File: config.mk
export PLATFORM = sky130hd
export DESIGN_NAME = uart_num_formatter
export DESIGN_NICKNAME = d
export VERILOG_FILES = /design/src/rtl/uart_fmt_pkg.sv /design/src/rtl/bin2bcd_seq.sv /design/src/rtl/uart_num_formatter.sv
export SDC_FILE = /design/constraint.sdc
export NUM_CORES = 1
export LEC_CHECK = 0
export BUFFER_PORTS_ARGS = -buffer_cell sky130_fd_sc_hd__buf_2
export CAP_MARGIN = 10
export CORE_AREA = 8 8 79 81
export DETAILED_ROUTE_END_ITERATION = 7
export DIE_AREA = 0 0 87 89
export GPL_ROUTABILITY_DRIVEN = 0
export PLACE_DENSITY = 0.72
export SLEW_MARGIN = 20
export SYNTH_ARGS = -nofsm -noshare
export SYNTH_HDL_FRONTEND = slang
export SYNTH_SLANG_ARGS = --single-unit
File: constraint.sdc
create_clock -name clk -period 3.82 [get_ports clk]
set_input_delay 0.764 -clock clk [delete_from_list [all_inputs] [get_ports clk]]
set_output_delay 0.764 -clock clk [all_outputs]
set_load 0.01 [all_outputs]
File: src/rtl/uart_fmt_pkg.sv
// uart_fmt_pkg: ASCII constants, FSM state encoding and the
// "ERROR" message ROM shared by the number formatter.
package uart_fmt_pkg;

  localparam logic [7:0] ASC_CR = 8'h0D;
  localparam logic [7:0] ASC_LF = 8'h0A;
  localparam logic [7:0] ASC_0  = 8'h30;
  localparam logic [7:0] ASC_E  = 8'h45;
  localparam logic [7:0] ASC_R  = 8'h52;
  localparam logic [7:0] ASC_O  = 8'h4F;

  // "ERROR" + CR + LF
  localparam int ERR_LEN = 7;

  typedef enum logic [1:0] {
    ST_IDLE = 2'd0,
    ST_CONV = 2'd1,
    ST_SEND = 2'd2
  } state_e;

  function automatic logic [7:0] err_byte(
    input logic [2:0] i
  );
    logic [7:0] b;
    case (i)
      3'd0:    b = ASC_E;
      3'd1:    b = ASC_R;
      3'd2:    b = ASC_R;
      3'd3:    b = ASC_O;
      3'd4:    b = ASC_R;
      3'd5:    b = ASC_CR;
      default: b = ASC_LF;
    endcase
    return b;
  endfunction

endpackage

File: src/rtl/bin2bcd_seq.sv
// bin2bcd_seq: iterative shift-add-3 binary to BCD, one bit per cycle.
// Ports: clk, reset, start, value in; done pulse, bcd (saturated to 9s).
module bin2bcd_seq
  import uart_fmt_pkg::*;
#(
  parameter int DATA_W     = 9,
  parameter int NUM_DIGITS = 3
) (
  input  logic                    clk,
  input  logic                    reset,
  input  logic                    start,
  input  logic [DATA_W-1:0]       value,
  output logic                    done,
  output logic [4*NUM_DIGITS-1:0] bcd
);

  localparam int BW = 4 * NUM_DIGITS;
  localparam int CW = $clog2(DATA_W + 1);

  logic [DATA_W-1:0] bin_q, bin_d;
  logic [BW-1:0]     bcd_q, bcd_d, adj;
  logic              ovf_q, ovf_d;
  logic [CW-1:0]     cnt_q, cnt_d;

  always_comb begin
    adj = bcd_q;
    for (int i = 0; i < NUM_DIGITS; i++) begin
      if (bcd_q[4*i +: 4] >= 4'd5)
        adj[4*i +: 4] = bcd_q[4*i +: 4] + 4'd3;
    end
  end

  // A 1 shifted out of the top digit means the value
  // no longer fits; partial values only grow, so sticky.
  always_comb begin
    bin_d = bin_q;
    bcd_d = bcd_q;
    ovf_d = ovf_q;
    cnt_d = cnt_q;
    if (start) begin
      bin_d = value;
      bcd_d = '0;
      ovf_d = 1'b0;
      cnt_d = CW'(DATA_W);
    end else if (cnt_q != '0) begin
      bcd_d = {adj[BW-2:0], bin_q[DATA_W-1]};
      bin_d = bin_q << 1;
      ovf_d = ovf_q | adj[BW-1];
      cnt_d = cnt_q - 1'b1;
    end
  end

  always_ff @(posedge clk or posedge reset) begin
    if (reset) begin
      bin_q <= '0;
      bcd_q <= '0;
      ovf_q <= 1'b0;
      cnt_q <= '0;
    end else begin
      bin_q <= bin_d;
      bcd_q <= bcd_d;
      ovf_q <= ovf_d;
      cnt_q <= cnt_d;
    end
  end

  assign done = (cnt_q == CW'(1));
  assign bcd  = ovf_q ? {NUM_DIGITS{4'd9}} : bcd_q;

endmodule

File: src/rtl/uart_num_formatter.sv
// uart_num_formatter: value -> "<digits><u0><u1>\r\n" bytes to a TX FIFO.
// In: clk reset tick start error value fifo_full; out: tx_data we busy.
// UART_NUM_FORMATTER_ERRMSG_EN enables the "ERROR\r\n" path.
module uart_num_formatter
  import uart_fmt_pkg::*;
#(
  parameter int          DATA_W     = 9,
  parameter int          NUM_DIGITS = 3,
  parameter logic [7:0]  UNIT0      = 8'h63,
  parameter logic [7:0]  UNIT1      = 8'h6D
) (
  input  logic              clk,
  input  logic              reset,
  input  logic              tick,
  input  logic              start,
  input  logic              error,
  input  logic [DATA_W-1:0] value,
  input  logic              fifo_full,
  output logic [7:0]        tx_data,
  output logic              we,
  output logic              busy
);

  localparam int ND = NUM_DIGITS;
  localparam int NB = (ND + 4 > ERR_LEN) ? ND + 4 : ERR_LEN;
  localparam int IW = $clog2(NB + 1);

  state_e          state_q, state_d;
  logic [IW-1:0]   idx_q, idx_d;
  logic [7:0]      tx_q, tx_d;
  logic            we_q, we_d;
  logic            err_q, err_d;
  logic            err_sel, accept, qual;
  logic            conv_done;
  logic [4*ND-1:0] bcd;
  logic [NB-1:0]   valid;
  logic            seen;
  logic [IW-1:0]   cur, last_idx;
  logic            last;
  logic [7:0]      byte_v;

`ifdef UART_NUM_FORMATTER_ERRMSG_EN
  assign err_sel = error;
`else
  logic unused_err;
  assign unused_err = error;
  assign err_sel    = 1'b0;
`endif

  assign accept = (state_q == ST_IDLE) && start;
  assign qual   = tick && !fifo_full;

  bin2bcd_seq #(
    .DATA_W     (DATA_W),
    .NUM_DIGITS (ND)
  ) u_conv (
    .clk   (clk),
    .reset (reset),
    .start (accept && !err_sel),
    .value (value),
    .done  (conv_done),
    .bcd   (bcd)
  );

  // Which byte slots exist in the message: leading zeros
  // are dropped, zero-valued unit bytes are dropped.
  always_comb begin
    valid = '0;
    seen  = 1'b0;
    if (err_q) begin
      for (int i = 0; i < ERR_LEN; i++)
        valid[i] = 1'b1;
    end else begin
      for (int i = 0; i < ND; i++) begin
        seen = seen |
          (bcd[4*(ND-1-i) +: 4] != 4'd0);
        valid[i] = seen | (i == ND - 1);
      end
      valid[ND]   = (UNIT0 != 8'h00);
      valid[ND+1] = (UNIT1 != 8'h00);
      valid[ND+2] = 1'b1;
      valid[ND+3] = 1'b1;
    end
  end

  // cur = first existing slot at or after idx_q
  always_comb begin
    last_idx = IW'(err_q ? ERR_LEN - 1 : ND + 3);
    cur      = last_idx;
    for (int i = NB - 1; i >= 0; i--) begin
      if (valid[i] && i >= int'(idx_q))
        cur = IW'(i);
    end
    last = (cur == last_idx);
  end

  always_comb begin
    byte_v = ASC_LF;
    for (int i = 0; i < ND; i++) begin
      if (cur == IW'(i))
        byte_v = ASC_0 +
          {4'h0, bcd[4*(ND-1-i) +: 4]};
    end
    if (cur == IW'(ND))     byte_v = UNIT0;
    if (cur == IW'(ND + 1)) byte_v = UNIT1;
    if (cur == IW'(ND + 2)) byte_v = ASC_CR;
`ifdef UART_NUM_FORMATTER_ERRMSG_EN
    if (err_q) byte_v = err_byte(cur[2:0]);
`endif
  end

  always_ff @(posedge clk or posedge reset) begin
    if (reset) state_q <= ST_IDLE;
    else       state_q <= state_d;
  end

  always_comb begin
    state_d = state_q;
    unique case (state_q)
      ST_IDLE:
        if (start)
          state_d = err_sel ? ST_SEND : ST_CONV;
      ST_CONV:
        if (conv_done) state_d = ST_SEND;
      ST_SEND:
        if (qual && last) state_d = ST_IDLE;
      default: state_d = ST_IDLE;
    endcase
  end

  always_comb begin
    idx_d = idx_q;
    err_d = err_q;
    tx_d  = tx_q;
    we_d  = 1'b0;
    if (accept) begin
      err_d = err_sel;
      idx_d = '0;
    end
    if (state_q == ST_SEND && qual) begin
      we_d  = 1'b1;
      tx_d  = byte_v;
      idx_d = last ? '0 : cur + 1'b1;
    end
  end

  always_ff @(posedge clk or posedge reset) begin
    if (reset) begin
      idx_q <= '0;
      err_q <= 1'b0;
      tx_q  <= 8'h00;
      we_q  <= 1'b0;
    end else begin
      idx_q <= idx_d;
      err_q <= err_d;
      tx_q  <= tx_d;
      we_q  <= we_d;
    end
  end

  assign tx_data = tx_q;
  assign we      = we_q;
  assign busy    = (state_q != ST_IDLE);

endmodule

Yosys cells after proc, flatten, opt, wreduce, memory -nomap -nowiden
Index checks and enable logic that the tools add are counted.
{"block": "classes", "add_sub_neg": 8, "n_lt_le_gt_ge": 9, "n_eq_ne": 12, "muxes": 32, "bitwise_logic": 2, "n_reduce_logical": 16}
{"operator": "8-bit 2-to-1 mux", "n": 5}
{"operator": "12-bit 2-to-1 mux", "n": 3}
{"operator": "6-bit by 4-bit adder with 7-bit output, first input constant", "n": 3}
{"operator": "3-bit 2-to-1 mux", "n": 7}
{"operator": "4-bit 2-to-1 mux", "n": 5}
{"operator": "9-bit 2-to-1 mux", "n": 2}
{"operator": "4-bit by 2-bit adder with 4-bit output, second input constant", "n": 3}
{"operator": "4-bit by 3-bit >= comparator with 1-bit output, second input constant", "n": 3}
{"operator": "4-bit nonzero test", "n": 3}
{"operator": "2-bit 2-to-1 mux", "n": 5}
{"operator": "3-bit == test, second input constant", "n": 3}
{"operator": "7-bit 2-to-1 mux", "n": 1}
{"operator": "3-bit by 2-bit == test with 1-bit output, second input constant", "n": 2}
{"operator": "1-bit by 3-bit >= comparator with 1-bit output, first input constant", "n": 2}
{"operator": "2-bit by 3-bit >= comparator with 1-bit output, first input constant", "n": 2}
{"operator": "3-bit >= comparator, first input constant", "n": 2}
{"operator": "1-bit logical AND", "n": 6}
{"operator": "2-bit != test, second input constant", "n": 3}
{"operator": "2-bit one-hot mux with 3 select lines", "n": 1}
{"operator": "2-bit nonzero test", "n": 3}
{"operator": "4-bit by 1-bit == test with 1-bit output, second input constant", "n": 1}
{"operator": "4-bit by 1-bit subtractor with 4-bit output, second input constant", "n": 1}
{"operator": "3-bit by 1-bit adder with 3-bit output, second input constant", "n": 1}
{"operator": "3-bit by 1-bit == test with 1-bit output, second input constant", "n": 1}
{"operator": "8 further kinds", "n": 11}
{"block": "word_totals", "register_bits": 40, "input_bits": 15, "out_inout_bits": 10, "word_cells": 87}

Logic depth before layout (Yosys ltp)
{"block": "logic_depth", "depth_word": 14, "depth_mapped": 7, "ltp_nobuf": 7}

Hierarchy
A second synthesis with hierarchy kept.
{"block": "unflattened", "hier_cells": 247, "area_unflattened_um2": 2303.5}
{"mod": "bin2bcd_seq", "n_inst": 1, "cells_per_inst": 156, "area_per_inst_um2": 1500.2, "seq_area_each_um2": 650.6}
{"mod": "uart_num_formatter", "n_inst": 1, "cells_per_inst": 91, "area_per_inst_um2": 803.3, "seq_area_each_um2": 325.3}

Worst setup path after synthesis
No wires, ideal clock.
{"block": "synth_path", "path_kind": "input to register", "start": "input tick", "end": "register tx_q[0], in the netlist tx_data[0]", "setup_time_ps": 126, "arrival_time_ps": 1936, "slack_ps": 1758, "path_stages": 4, "cell_sequence": "nor4bb_1 and2_1 inv_1 o32a_1"}
{"block": "synth_via", "elab_chain_len": 2}
{"element": "from (decl)", "line": "uart_num_formatter.sv:14", "text": "input logic tick,"}
{"element": "1-bit logical AND", "line": "uart_num_formatter.sv:51", "text": "assign qual = tick && !fifo_full;"}
{"element": "1-bit logical AND", "line": "uart_num_formatter.sv:140", "text": "if (state_q == ST_SEND && qual) begin"}
{"element": "to (signal assigned)", "line": "uart_num_formatter.sv:156", "text": "tx_q <= tx_d;"}
{"element": "to (decl)", "line": "uart_num_formatter.sv:30", "text": "logic [7:0] tx_q, tx_d;"}
Every way passes these cells.
A chain may end at the register's enable or synchronous reset.

Final worst setup path
{"block": "layout_path", "start": "register u_conv.bcd_q[8]", "end": "register tx_q[3], in the netlist tx_data[3]"}
{"block": "layout_via", "elab_chain_len": 13, "word_cells_on_any_way": 20}
{"element": "from (decl)", "line": "bin2bcd_seq.sv:21", "text": "logic [BW-1:0] bcd_q, bcd_d, adj;"}
{"element": "from (signal assigned)", "line": "bin2bcd_seq.sv:56", "text": "bcd_q <= '0;"}
{"element": "from (signal assigned)", "line": "bin2bcd_seq.sv:61", "text": "bcd_q <= bcd_d;"}
{"element": "12-bit 2-to-1 mux *", "line": "bin2bcd_seq.sv:68", "text": "assign bcd = ovf_q ? {NUM_DIGITS{4'd9}} : bcd_q;"}
{"element": "4-bit nonzero test", "line": "uart_num_formatter.sv:76", "text": "(bcd[4*(ND-1-i) +: 4] != 4'd0);"}
{"element": "1-bit OR", "line": "uart_num_formatter.sv:75", "text": "seen = seen |"}
{"element": "1-bit logical AND", "line": "uart_num_formatter.sv:91", "text": "if (valid[i] && i >= int'(idx_q))"}
{"element": "3-bit 2-to-1 mux (2 in series)", "line": "uart_num_formatter.sv:91"}
{"element": "3-bit zero test", "line": "uart_num_formatter.sv:100", "text": "if (cur == IW'(i))"}
{"element": "7-bit 2-to-1 mux", "line": "uart_num_formatter.sv:100"}
{"element": "8-bit 2-to-1 mux (2 in series)", "line": "uart_num_formatter.sv:100"}
{"element": "8-bit 2-to-1 mux", "line": "uart_num_formatter.sv:104", "text": "if (cur == IW'(ND)) byte_v = UNIT0;"}
{"element": "8-bit 2-to-1 mux", "line": "uart_num_formatter.sv:105", "text": "if (cur == IW'(ND + 1)) byte_v = UNIT1;"}
{"element": "8-bit 2-to-1 mux *", "line": "uart_num_formatter.sv:106", "text": "if (cur == IW'(ND + 2)) byte_v = ASC_CR;"}
Mark *: on every way between the ends. The rest lies on a longest branch, timed or not.

==> impl_metrics.toml <==
[sta]
drv_slew = 0
relSlewSlack_pct = 37.7
holdWs_ps = 485
clock-skew-final_ps = 1.44
achievable-frequency_ghz = 0.498
final.min_clock_period_ps = 2010
tightest_slew_ps = 935
setup_repair_after_global_routing_missed_its_margin = "no"
hold_viol_final = 0
setup-tns-final_ps = 0
setup_viol = 0
postLayoutSetupSlackWorst_ps = 1810
period_share_pct = 52.6

[logic_synthesis]
async_flop_share_pct = 100
synthDominantCellAreaShare_pct = 44.6
synth_xor_xnor_area_share_pct = 2.80
synth_edf_count = 0
synth_simple_gate_area_share_pct = 16.9
most_frequently_used_cell_type_in_the_post_synthesis_netlist = "dfrtp_1"
synth.top_cells.by_count = "39 x dfrtp_1, 28 x nand2_1, 20 x o21ai_0"
yosysTopAreaCell = "dfrtp_1"
yosys.area_share.adder_pct = 5.71
synth.mux.area_fraction_pct = 5.54
synth.ff_latch_count = 39
main_combinational_cell_family_by_area_after_synthesis = "compound AO/OA/AOI/OAI gates"
syn_area_mm2 = 0.00219
yosysWarningCount = 0
syn_inst = 235
synthesis.area_per_instance_um2 = 9.32
synthesis.nets = 260
yosysSeqAreaShare_pct = 44.6
synth.area.top_cells = "dfrtp_1 45%, ha_1 5.7%, mux2i_1 5.0%"
synthesized_area_fraction_occupied_by_ao_oa_aoi_and_oai_cells_pct = 19.0
synthDistinctLibCells = 48
synth_top_flop_cell = "dfrtp_1"

[cells_and_area]
drive_above_1_share_pct = 15.6
insertedDiodeCount = 0
post_layout_nonfiller_instances = 326
utilization_pct = 49.8
finalInstanceArea_mm2 = 0.00248
num-nets-final = 280
layout-area-overhead-vs-synth_pct = 13.2

[detailed_routing]
drc_violations_left = 0
routed_wl_um = 4210
detailed_route_via_count = 1706
route.antenna.remaining_nets = 0
vias_per_cell = 5.23
first_pass_iters = 4
drt_iter0_drc = 72
drt-wirelength-per-cell_um = 12.9

[critical_path]
cp-start-kind = "flop"
critPathCaptureType = "flop"
timing.critical_path.required_ps = 3980
path_max_fanout = 5
crit_path_max_incr_delay_ps = 590
worst_path_dominant_cell_family = "compound AO/OA/AOI/OAI gates"
crit_path_top_delay_cell = "or4_4"
cp_data_arrival_time_ps = 2170
timing.critical_path.cells = "or4_4 > nor2_1 > a41oi_1 > o311ai_0 > a21oi_1"
critical_path_class = "flop to flop"
cp_num_buf_inv = 0

[grt]
gr-usage-met3_pct = 3.86
busiest_grt_layer = "met2"
global_route.usage.total_pct = 12.2
antenna_found_initial = 0
number_of_global_route_vias_before_repair = 1700
met1_usage_pct = 14.9
globalRouteOverflowTotal = 0
first_pass_grt_wire_length_um = 7570
grtUsageMet2_pct = 19.7
grt_start_max_net_pins = 40

[flow_run]
number_of_violations_of_the_max_capacitance_limit = 0

[run_status]
outcome = "complete, no violations"

[placement]
buffer_ports.inserted = 22
hpwlAfterDp_um = 2940
placement.cell_area_mm2 = 0.00236
dp_slack_ps = 1720
cells_after_dpl = 318

[power]
cellPowerDensity_mw_per_mm2 = 793
ir_worst_vdd_v = 0.000278
static-leakage-power_nw = 1.10
totalPowerFinal_mw = 1.96

[die]
dieWidth_um = 87
die_h_um = 89
ios = 25
floorplan.core_area_mm2 = 0.00498
floorplan.die_area_mm2 = 0.00774
initial_core_util_pct = 44.0
core.rowCount = 26

[clocking]
cts.sinks = 39
cts.htree.levels = 2
tritoncts.num_buffers = 5
cts-resized-gates = 0
path_clk_slew_ps = 70
clock_latency_on_the_worst_skew_pair_ps = 290
cts_root_buf = "clkbuf_8"
cts_hold_repair.buffers = 0
tritoncts = "built"
cts_setup_buffers = 0
cts.path.max_buffers = 2

[hold_path]
min-delay-path-class = "flop to flop"
==> final cells by class <==
type                       count  area (µm²)
sequential                    39         976
timing repair buffer          25         133
fill                         482        2500
inverter                      16        60.1
clock buffer                   6        82.6
tap                           70        87.6
clock inverter                 2        35.0
multi-input combinational    168        1100
==> registers in the layout (all words and copies together) (netlist names) <==
signal	flops
u_conv.bcd_q	12
u_conv.bin_q	9
tx_data	7
u_conv.cnt_q	4
idx_q	3
state_q	2
u_conv.ovf_q	1
we	1
==> cell usage in the layout, fill, tap and decap left out, drive strengths merged, types with 3 or more instances in the layout <==
cell type / netlist / layout
a21oi: 14 / 14
nand3: 5 / 5
inv: 16 / 16
o21ai: 21 / 21
dfrtp: 39 / 39
ha: 10 / 10
clkbuf: 9 / 6
nand2: 28 / 28
buf: 3 / 25
nor2: 18 / 18
a22o: 3 / 3
nor3: 5 / 5
xnor2: 7 / 7
a211oi: 5 / 5
mux2i: 11 / 11
nand2b: 4 / 4
or4: 3 / 3
==> report_power, final <==
group	internal, mW	switching (mW)	leakage, nW
sequential	0.587	0.177	0.490
combinational	0.409	0.439	0.545
clock	0.211	0.141	0.0612
==> path summary, 6_finish.rpt <==
path                                             start                     end  slack, ps  depth (start not counted)
setup / recovery           u_conv.bcd_q[8]$_DFFE_PP0P_  tx_data[3]$_DFFE_PP0P_       1810                          5
hold / removal                  tx_data[6]$_DFFE_PP0P_  tx_data[6]$_DFFE_PP0P_        480                          1
setup reg to reg           u_conv.bcd_q[8]$_DFFE_PP0P_  tx_data[3]$_DFFE_PP0P_       1810                          5
hold reg to reg                 tx_data[6]$_DFFE_PP0P_  tx_data[6]$_DFFE_PP0P_        480                          1
max in group asynchronous                        reset  tx_data[0]$_DFFE_PP0P_       2890                          3
min in group asynchronous                        reset  state_q[1]$_DFFE_PP0P_        580                          3
==> cells by family after synthesis <==
| kind of cell | count (synthesis) |
|---|---|
| AO/OA/AOI/OAI | 63 |
| XOR/XNOR | 7 |
| adder cells (fa/ha/maj) | 10 |
| buffers and inverters | 28 |
| flip-flops | 39 |
| multiplexers | 12 |
| other | 1 |
| AND/OR/NAND/NOR | 75 |
==> worst register-to-register path: stages (launching register included) <==
cell and delay (ps):
dfrtp_1 430, or4_4 590, nor2_1 130, a41oi_1 230
o311ai_0 390, a21oi_1 120
==> routing by layer <==
metal / share of wire (%) / wire length (µm) / vias up
met5: 0 / 0 / -
met2: 46 / 1920 / 28
met4: 1.0 / 42 / 0
met3: 3.7 / 156 / 7
li1: - / - / 869
met1: 50 / 2090 / 802
(Power assumes the default switching activity.)
